**config.mk**
```make
export PLATFORM = sky130hd
export DESIGN_NAME = run_length_detector
export DESIGN_NICKNAME = d
export VERILOG_FILES = /design/src/rtl/run_det_pkg.sv /design/src/rtl/sat_counter.sv /design/src/rtl/run_length_detector.sv
export SDC_FILE = /design/constraint.sdc
export NUM_CORES = 1
export LEC_CHECK = 0
export BUFFER_PORTS_ARGS = -buffer_cell sky130_fd_sc_hd__buf_2
export CORE_UTILIZATION = 45
export CTS_CLUSTER_DIAMETER = 150
export DETAILED_ROUTE_END_ITERATION = 6
export PLACE_DENSITY = 0.75
export SYNTH_ARGS = -nofsm -noshare
export SYNTH_HDL_FRONTEND = slang
export SYNTH_HIERARCHICAL = 1
export SYNTH_SLANG_ARGS = --single-unit
```
**constraint.sdc**
```tcl
create_clock -name clk -period 2.98 [get_ports clk]
set_input_delay 0.149 -clock clk [delete_from_list [all_inputs] [get_ports clk]]
set_output_delay 0.149 -clock clk [all_outputs]
set_load 0.005 [all_outputs]
```
**src/rtl/run_det_pkg.sv**
```systemverilog
// Shared definitions for the run-length detector.
// Mode encodings, FSM states and the polarity filter.
package run_det_pkg;

    localparam logic [1:0] MODE_BOTH  = 2'b00;
    localparam logic [1:0] MODE_ONES  = 2'b01;
    localparam logic [1:0] MODE_ZEROS = 2'b10;
    localparam logic [1:0] MODE_OFF   = 2'b11;

    typedef enum logic {
        ST_EMPTY = 1'b0,
        ST_RUN   = 1'b1
    } state_e;

    // True when a run of polarity val may raise a detection.
    function automatic logic mode_allows(
        input logic       val,
        input logic [1:0] mode
    );
        logic ok;
        ok = 1'b0;
        unique case (mode)
            MODE_BOTH:  ok = 1'b1;
            MODE_ONES:  ok = val;
            MODE_ZEROS: ok = ~val;
            MODE_OFF:   ok = 1'b0;
            default:    ok = 1'b0;
        endcase
        return ok;
    endfunction

endpackage

```
**src/rtl/sat_counter.sv**
```systemverilog
// Saturating up-counter with synchronous clear and load-to-one.
// Priority: clr, then load1, then inc.
module sat_counter #(
    parameter int W = 4
) (
    input  logic         clk,
    input  logic         reset,
    input  logic         clr,
    input  logic         load1,
    input  logic         inc,
    output logic [W-1:0] count
);

    localparam logic [W-1:0] MAX = '1;

    logic [W-1:0] count_q;
    logic [W-1:0] count_d;

    // Next count: clear, restart at one, or step without wrapping.
    always_comb begin
        count_d = count_q;
        if (clr) begin
            count_d = '0;
        end else if (load1) begin
            count_d = W'(1);
        end else if (inc && (count_q != MAX)) begin
            count_d = count_q + W'(1);
        end
    end

    // Count register.
    always_ff @(posedge clk or posedge reset) begin
        if (reset) begin
            count_q <= '0;
        end else begin
            count_q <= count_d;
        end
    end

    assign count = count_q;

endmodule

```
**src/rtl/run_length_detector.sv**
```systemverilog
// Run-length detector for a serial bit stream.
// Tracks run length/polarity and flags runs reaching a threshold.
module run_length_detector
    import run_det_pkg::*;
#(
    parameter int RUN_W = 4,
    parameter int EVT_W = 8
) (
    input  logic             clk,
    input  logic             reset,
    input  logic             clr,
    input  logic             in_valid,
    input  logic             w,
    input  logic [RUN_W-1:0] thresh,
    input  logic [1:0]       mode,
    output logic             s,
    output logic             s_pulse,
    output logic [RUN_W-1:0] run_len,
    output logic             run_val,
    output logic [EVT_W-1:0] evt_cnt
);

    localparam logic [RUN_W-1:0] LEN_MAX = '1;

    state_e           state_q;
    state_e           state_d;
    logic             run_val_q;
    logic             run_val_d;
    logic             pulse_q;
    logic             pulse_d;
    logic             len_clr;
    logic             len_load;
    logic             len_inc;
    logic             evt_clr;
    logic             evt_inc;
    logic             restart;
    logic [RUN_W-1:0] thr;
    logic [RUN_W-1:0] len_next;

    // A zero threshold would never be reached by a non-empty run.
    assign thr = (thresh == '0) ? RUN_W'(1) : thresh;

    // Next state, run tracking controls and pulse qualification.
    always_comb begin
        state_d   = state_q;
        run_val_d = run_val_q;
        pulse_d   = 1'b0;
        len_clr   = 1'b0;
        len_load  = 1'b0;
        len_inc   = 1'b0;
        evt_clr   = 1'b0;
        evt_inc   = 1'b0;
        restart   = (state_q == ST_EMPTY) || (w != run_val_q);
        len_next  = '0;
        if (clr) begin
            state_d   = ST_EMPTY;
            run_val_d = 1'b0;
            len_clr   = 1'b1;
            evt_clr   = 1'b1;
        end else if (in_valid) begin
            state_d = ST_RUN;
            if (restart) begin
                run_val_d = w;
                len_load  = 1'b1;
                len_next  = RUN_W'(1);
            end else begin
                len_inc  = 1'b1;
                len_next = (run_len == LEN_MAX) ? run_len
                         : run_len + RUN_W'(1);
            end
            pulse_d = (len_next == thr)
                    && (restart || (run_len < thr))
                    && mode_allows(w, mode);
            evt_inc = pulse_d;
        end
    end

    // State, polarity and pulse registers.
    always_ff @(posedge clk or posedge reset) begin
        if (reset) begin
            state_q   <= ST_EMPTY;
            run_val_q <= 1'b0;
            pulse_q   <= 1'b0;
        end else begin
            state_q   <= state_d;
            run_val_q <= run_val_d;
            pulse_q   <= pulse_d;
        end
    end

    sat_counter #(
        .W(RUN_W)
    ) u_len (
        .clk   (clk),
        .reset (reset),
        .clr   (len_clr),
        .load1 (len_load),
        .inc   (len_inc),
        .count (run_len)
    );

    sat_counter #(
        .W(EVT_W)
    ) u_evt (
        .clk   (clk),
        .reset (reset),
        .clr   (evt_clr),
        .load1 (1'b0),
        .inc   (evt_inc),
        .count (evt_cnt)
    );

    assign s       = (state_q == ST_RUN)
                   && (run_len >= thr)
                   && mode_allows(run_val_q, mode);
    assign s_pulse = pulse_q;
    assign run_val = run_val_q;

endmodule

```
==> results of run 1 <==
[final cells by class]
type	instances	area share, %
clock buffer	3	1.61
clock inverter	1	0.357
inverter	11	2.95
multi-input combinational	109	54.3
sequential	15	26.8
tap	30	2.68
timing repair buffer	29	11.3
[cells in the mapped netlist (all sizes together) (2+ instances only)]
cell type / count / area share (%)
a41oi: 2 / 1.5
nand2: 9 / 2.9
dfrtp: 15 / 32
a21oi: 7 / 3.3
a31oi: 4 / 2.1
and3: 6 / 4.0
nand4: 2 / 1.1
nand3: 6 / 2.6
ha: 7 / 7.5
a2111oi: 3 / 3.0
a211oi: 5 / 3.2
xnor2: 3 / 2.2
mux2i: 5 / 4.3
nand3b: 4 / 2.6
nor2: 6 / 1.9
o21ai: 6 / 2.6
nor4: 4 / 2.1
nor3: 4 / 1.7
and4: 2 / 1.8
a21o: 3 / 1.9
inv: 11 / 3.5
nand4b: 2 / 1.5
[per-stage QoR]
stage               power, mW  utilization, %  std cells  hold WS (ps)  setup slack (ps)
floorplan               0.255               -        137         -97.4               247
global placement        0.279            55.0        193          47.4               326
detailed placement      0.282            55.0        193          48.4               189
CTS                     0.397            56.5        198           174               167
global route            0.417            56.5        198           172              14.3
finish                  0.397            56.5        198           171               207
[registers in the layout, summed over array words and instances, names as in the netlist]
signal	cells
u_evt/count	8
state_q	1
u_len/count	4
s_pulse	1
run_val	1
[logic make-up after synthesis]
kind of cell | after synthesis
AND/OR/NAND/NOR | 54
AO/OA/AOI/OAI | 35
flip-flops | 15
buffers and inverters | 13
adder cells (fa/ha/maj) | 7
multiplexers | 5
XOR/XNOR | 3
other | 1
[worst max-delay path, stage by stage (launching register included)]
cell and delay [ps]:
dfrtp_1 390, ha_1 250, a31o_1 260, a21o_1 180, a2111oi_1 390, a221oi_1 90
nor4_1 250, buf_4 210, and3_1 220, a41oi_1 150, a211oi_1 270
[report_power, final]
part | internal, mW | switching (mW)
Sequential | 0.207 | 0.00444
Clock | 0.0497 | 0.0678
Combinational | 0.0289 | 0.0386
[timing repair]
action | in CTS | in global routing
resized for setup | 0 | 0
hold buffers | 1 | 0
setup endpoints to repair | 0 | 3
endpoints found under the hold margin | 15 | 0
[layer usage]
metal | up-vias | routed length, um | part of all wire, %
li1 | 579 | - | -
met1 | 564 | 1290 | 46
met2 | 43 | 1330 | 47
met3 | 8 | 164 | 5.8
met4 | 0 | 31 | 1.1
met5 | - | 0 | 0
[path summary, 6_finish.rpt]
check                                                 from                         end  cells past startpoint  slack, ps
worst max register to register  u_len/count[0]$_DFFE_PP0P_  u_evt/count[7]$_DFFE_PP0P_                     10        210
max in group asynchronous                            reset  u_evt/count[0]$_DFFE_PP0P_                      3       2330
worst max-delay path            u_len/count[0]$_DFFE_PP0P_  u_evt/count[7]$_DFFE_PP0P_                     10        210
worst min-delay path                              in_valid         state_q$_DFFE_PP0P_                      3        170
min in group asynchronous                            reset           s_pulse$_DFF_PP0_                      3        310
worst min register to register  u_evt/count[7]$_DFFE_PP0P_  u_evt/count[7]$_DFFE_PP0P_                      1        560
==> flow_summary.json, run 1 <==
{
  "run_status": "complete, no violations",
  "cts_root_buffer": "clkbuf_4",
  "first_global_vias": 1032,
  "drc_errors": 0,
  "wirelength_um": 2810,
  "synthAdderAreaFrac_pct": 7.45,
  "drt_iter0_drc": 29,
  "synth_top_family_by_area": "simple AND/OR/NAND/NOR gates",
  "rsz0062_at_grt": "false",
  "ys_ff_latch": 15,
  "core_area_um2": 2480,
  "gr-usage-met1_pct": 26.5,
  "required_ps": 3160,
  "drtPass1Iterations": 4,
  "dp_hpwl_um": 2120,
  "antenna_left": 0,
  "finalSetupViolations": 0,
  "grt_pass1_wl_um": 4370,
  "yosys-mux-area-fraction_pct": 4.26,
  "syn_inst": 133,
  "hold_viol": 0,
  "ys_types": 43,
  "cts.sinks": 15,
  "worstSetupPathType": "reg2reg",
  "multi_input_area_um2": 761,
  "fp-row-count": 18,
  "start_util_pct": 47.4,
  "fmax_ghz": 0.361,
  "areaGrowthSynthToFinish_pct": 19.2,
  "grt_busiest_layer": "met2",
  "route.detailed.wl_per_inst_um": 14.2,
  "worstMarginPinSlew_ps": 574,
  "place_area_um2": 1360,
  "cts_setup_buffers": 0,
  "slew_headroom_pct": 61.6,
  "finClkSkew_ps": 1.92,
  "ir_drop_uv": 242,
  "fillers": 238,
  "layout.nets": 187,
  "timing.final.crit_period_ps": 2770,
  "synthXorXnorAreaFrac_pct": 2.24,
  "synth_compound_area_share_pct": 21.2,
  "powerDensity_nw_per_um2": 283,
  "cap_violations": 0,
  "p_leak_nw": 0.649,
  "cp-end-kind": "flip-flop",
  "critPathMaxFanout": 10,
  "h-tree-depth": 1,
  "worst_hold_path_type": "in2reg",
  "synth.avg_cell_area_um2": 8.83,
  "synth_warnings": 6,
  "seq_area_um2": 375,
  "final_area_um2": 1400,
  "clockBufferDepth": 2,
  "start_kind": "flip-flop",
  "ioPinCount": 26,
  "synth_area_um2": 1170,
  "seq_area_frac_synth_pct": 31.9,
  "synth-edff-count": 0,
  "gp_congestion": 0.897,
  "cp.arrival_ps": 2960,
  "fp.dieW_um": 53.1,
  "setup_tns_ps": 0,
  "synth-simple-area-share_pct": 28.0,
  "synth_top_flop_cell": "dfrtp_1",
  "grt_use_total_pct": 21.4,
  "cts_tree": "yes",
  "grt_use_met3_pct": 3.16,
  "dieArea_um2": 2820,
  "grtUsageMet2_pct": 37.8,
  "vias_per_cell": 6.03,
  "clkTransAtPathRegs_ps": 100,
  "diodes": 0,
  "drive_above_1_share_pct": 23.8,
  "mostFrequentLayoutCells": "buf_2, dfrtp_1, inv_1",
  "die_y_um": 53.1,
  "synth_async_sr_flop_share_pct": 100,
  "min_period_over_period_pct": 93.1,
  "numPortBuffers": 25,
  "antenna_found_initial": 0,
  "grt_max_degree": 13,
  "layout_commonest_cell": "buf_2",
  "slew_viol_final": 0,
  "cts_made_buffers": 3,
  "via_count": 1194,
  "insertion_delay_ps": 280,
  "grt_overflow_total": 0
}
Power figures use the tool's default switching activity.
==> inputs of run 2 (changes only) <==
--- a/config.mk
+++ b/config.mk
@@ -9,8 +9,7 @@
 export CORE_UTILIZATION = 45
 export CTS_CLUSTER_DIAMETER = 150
 export DETAILED_ROUTE_END_ITERATION = 6
-export PLACE_DENSITY = 0.75
+export PLACE_DENSITY = 0.76
 export SYNTH_ARGS = -nofsm -noshare
 export SYNTH_HDL_FRONTEND = slang
-export SYNTH_HIERARCHICAL = 1
 export SYNTH_SLANG_ARGS = --single-unit
==> flow_summary.json, run 2 <==
{
  "run_status": "complete, no violations",
  "ys_types": 41,
  "required_ps": 3200,
  "ioPinCount": 26,
  "setup_tns_ps": 0,
  "netlist.area_leader.share_pct": 34.3,
  "wirelength_um": 2310,
  "reg2reg_depth": 7,
  "finClkSkew_ps": 2.90,
  "drtPass1Iterations": 4,
  "synthAdderAreaFrac_pct": 6.86,
  "grt_max_degree": 16,
  "start_kind": "flip-flop",
  "cts_root_buffer": "clkbuf_4",
  "ir_drop_uv": 236,
  "cts.sinks": 15,
  "h-tree-depth": 1,
  "p_leak_nw": 0.600,
  "cp.arrival_ps": 2960,
  "synth_top_flop_cell": "dfrtp_1",
  "via_count": 1020,
  "worstSetupPathType": "reg2reg",
  "dp_hpwl_um": 1790,
  "grt_pass1_wl_um": 3930,
  "insertion_delay_ps": 290,
  "yosysMostFrequentCell": "dfrtp_1",
  "wl_met1_um": 1130,
  "layout.nets": 163,
  "top_layer": "met4",
  "clkTransAtPathRegs_ps": 80,
  "cp-end-kind": "flip-flop",
  "synth_area_um2": 1090,
  "fp.dieW_um": 51.3,
  "worstMarginPinSlew_ps": 566,
  "synth_top_family_by_area": "simple AND/OR/NAND/NOR gates",
  "startpoint": "u_len.count[0]$_DFFE_PP0P_",
  "finalSetupViolations": 0,
  "final_area_um2": 1280,
  "drive_above_1_share_pct": 24.1,
  "timing.final.crit_period_ps": 2740,
  "antenna_found_initial": 0,
  "dieArea_um2": 2630,
  "drc_errors": 0,
  "r2r-end": "u_evt.count[5]$_DFFE_PP0P_",
  "dr_wl_met2_um": 1040,
  "vias_per_cell": 5.90,
  "min_period_over_period_pct": 92.0,
  "cap_violations": 0,
  "dp.cells": 168,
  "place_ws_ps": 247,
  "synth_top_area_cell": "dfrtp_1",
  "syn_inst": 119,
  "grt_use_total_pct": 19.8,
  "post-route-util_pct": 56.7,
  "hold_viol": 0,
  "core_area_um2": 2250,
  "route.detailed.wl_per_inst_um": 13.4,
  "met3WireLength_um": 127,
  "powerDensity_nw_per_um2": 308,
  "final.setup.worst_slack_ps": 238,
  "synth_async_sr_flop_share_pct": 100,
  "synth-edff-count": 0,
  "critPathMaxFanout": 13,
  "ys_ff_latch": 15,
  "synthXorXnorAreaFrac_pct": 3.20,
  "cts_tree": "yes",
  "areaGrowthSynthToFinish_pct": 16.7,
  "antenna_left": 0,
  "worst_hold_path_type": "in2reg",
  "slew_viol_final": 0,
  "r2r-start": "u_len.count[0]$_DFFE_PP0P_",
  "synthTopCellsByArea": "dfrtp_1, ha_1, mux2i_1",
  "first_global_vias": 908,
  "mostFrequentLayoutCells": "buf_2, dfrtp_1, inv_1",
  "synth_top_cells_by_count": "dfrtp_1, inv_1, nand4_1",
  "r2r_slack_ps": 240,
  "numPortBuffers": 25,
  "crit_end": "u_evt.count[5]$_DFFE_PP0P_",
  "drt_iter0_drc": 15,
  "instances_no_fill": 173,
  "diodes": 0,
  "cts_made_buffers": 3,
  "synth.avg_cell_area_um2": 9.20,
  "synth-simple-area-share_pct": 23.3,
  "seq_area_frac_synth_pct": 34.3,
  "synth_warnings": 0,
  "start_util_pct": 48.6,
  "place_area_um2": 1240,
  "yosys-mux-area-fraction_pct": 7.43,
  "fp-row-count": 17,
  "syn_nets": 136,
  "gp_congestion": 0.868,
  "fmax_ghz": 0.365,
  "synth_compound_area_share_pct": 19.9,
  "largest_reg_flops": 8,
  "grt_overflow_total": 0,
  "layout_commonest_cell": "buf_2",
  "clockBufferDepth": 2,
  "slew_headroom_pct": 62.2,
  "rsz0062_at_grt": "false",
  "die_y_um": 51.3
}
==> run 2: cell count changes in the layout (fill, tap and decap cells not counted), moves of 4 or more <==
cell      previous run  this run
nand4_1              2         8
conb_1               5         0
nand3_1              6         1
a211oi_1             5         1
nand3b_1             4         0
nor4_1               4         0
==> run 2: what timing repair did <==
item / 4_1_cts / 5_1_grt
hold buffers: 1 / 0
hold endpoints to repair: 15 / 0
resized for setup: 0 / 0
endpoints found under the setup margin: 0 / 0
buffers inserted: 0 / 0
==> run 2: cell type report <==
class / count / area, um2
clock buffer: 4 / 26.3
timing repair buffer: 27 / 143
sequential: 15 / 375
tap: 28 / 35.0
fill: 211 / 977
multi-input combinational: 90 / 664
inverter: 9 / 33.8
==> run 2: report_power, final <==
group | total [mW] | switching (mW) | internal [mW]
clock | 0.116 | 0.0637 | 0.0521
combinational | 0.0654 | 0.0390 | 0.0265
sequential | 0.212 | 0.00590 | 0.207
total | 0.394 | 0.109 | 0.285
==> run 2: routing by layer <==
metal  vias up  GRT usage (%)
met1       490           26.6
met5         -              0
met4         0           4.50
li1        503              -
met2        25           30.9
met3         2           6.55
==> run 2: worst min-delay path by stage <==
stage	startpoint	endpoint	slack (ps)	cells past startpoint
2_1_floorplan	reset	run_val$_DFFE_PP0P_	50	1
3_3_place_gp	reset	u_evt.count[4]$_DFFE_PP0P_	240	2
3_5_place_dp	reset	u_evt.count[4]$_DFFE_PP0P_	250	2
4_1_cts	clr	state_q$_DFFE_PP0P_	140	2
5_1_grt	clr	u_evt.count[7]$_DFFE_PP0P_	150	2
6_report	clr	u_evt.count[7]$_DFFE_PP0P_	160	2
==> run 2: cells by family (layout without fill, tap and decap cells) <==
kind of cell / Yosys count / after routing
XOR/XNOR: 4 / 4
flip-flops: 15 / 15
AND/OR/NAND/NOR: 43 / 43
AO/OA/AOI/OAI: 29 / 29
multiplexers: 8 / 8
adder cells (fa/ha/maj): 6 / 6
buffers and inverters: 14 / 40
==> run 2: critical path, cell delays in order, from the launching register on <==
cell      delay (ps)
dfrtp_1          490
ha_1             300
and3b_1          230
o41ai_2          270
nand4_1          120
a2111o_1         540
or4_1            570
a21oi_1          150
==> run 2: through the flow <==
stage | total power [mW] | hold slack [ps]
finish | 0.394 | 157
global route | 0.420 | 148
CTS | 0.403 | 142
detailed placement | 0.281 | 249
global placement | 0.279 | 237
floorplan | 0.259 | 50.5
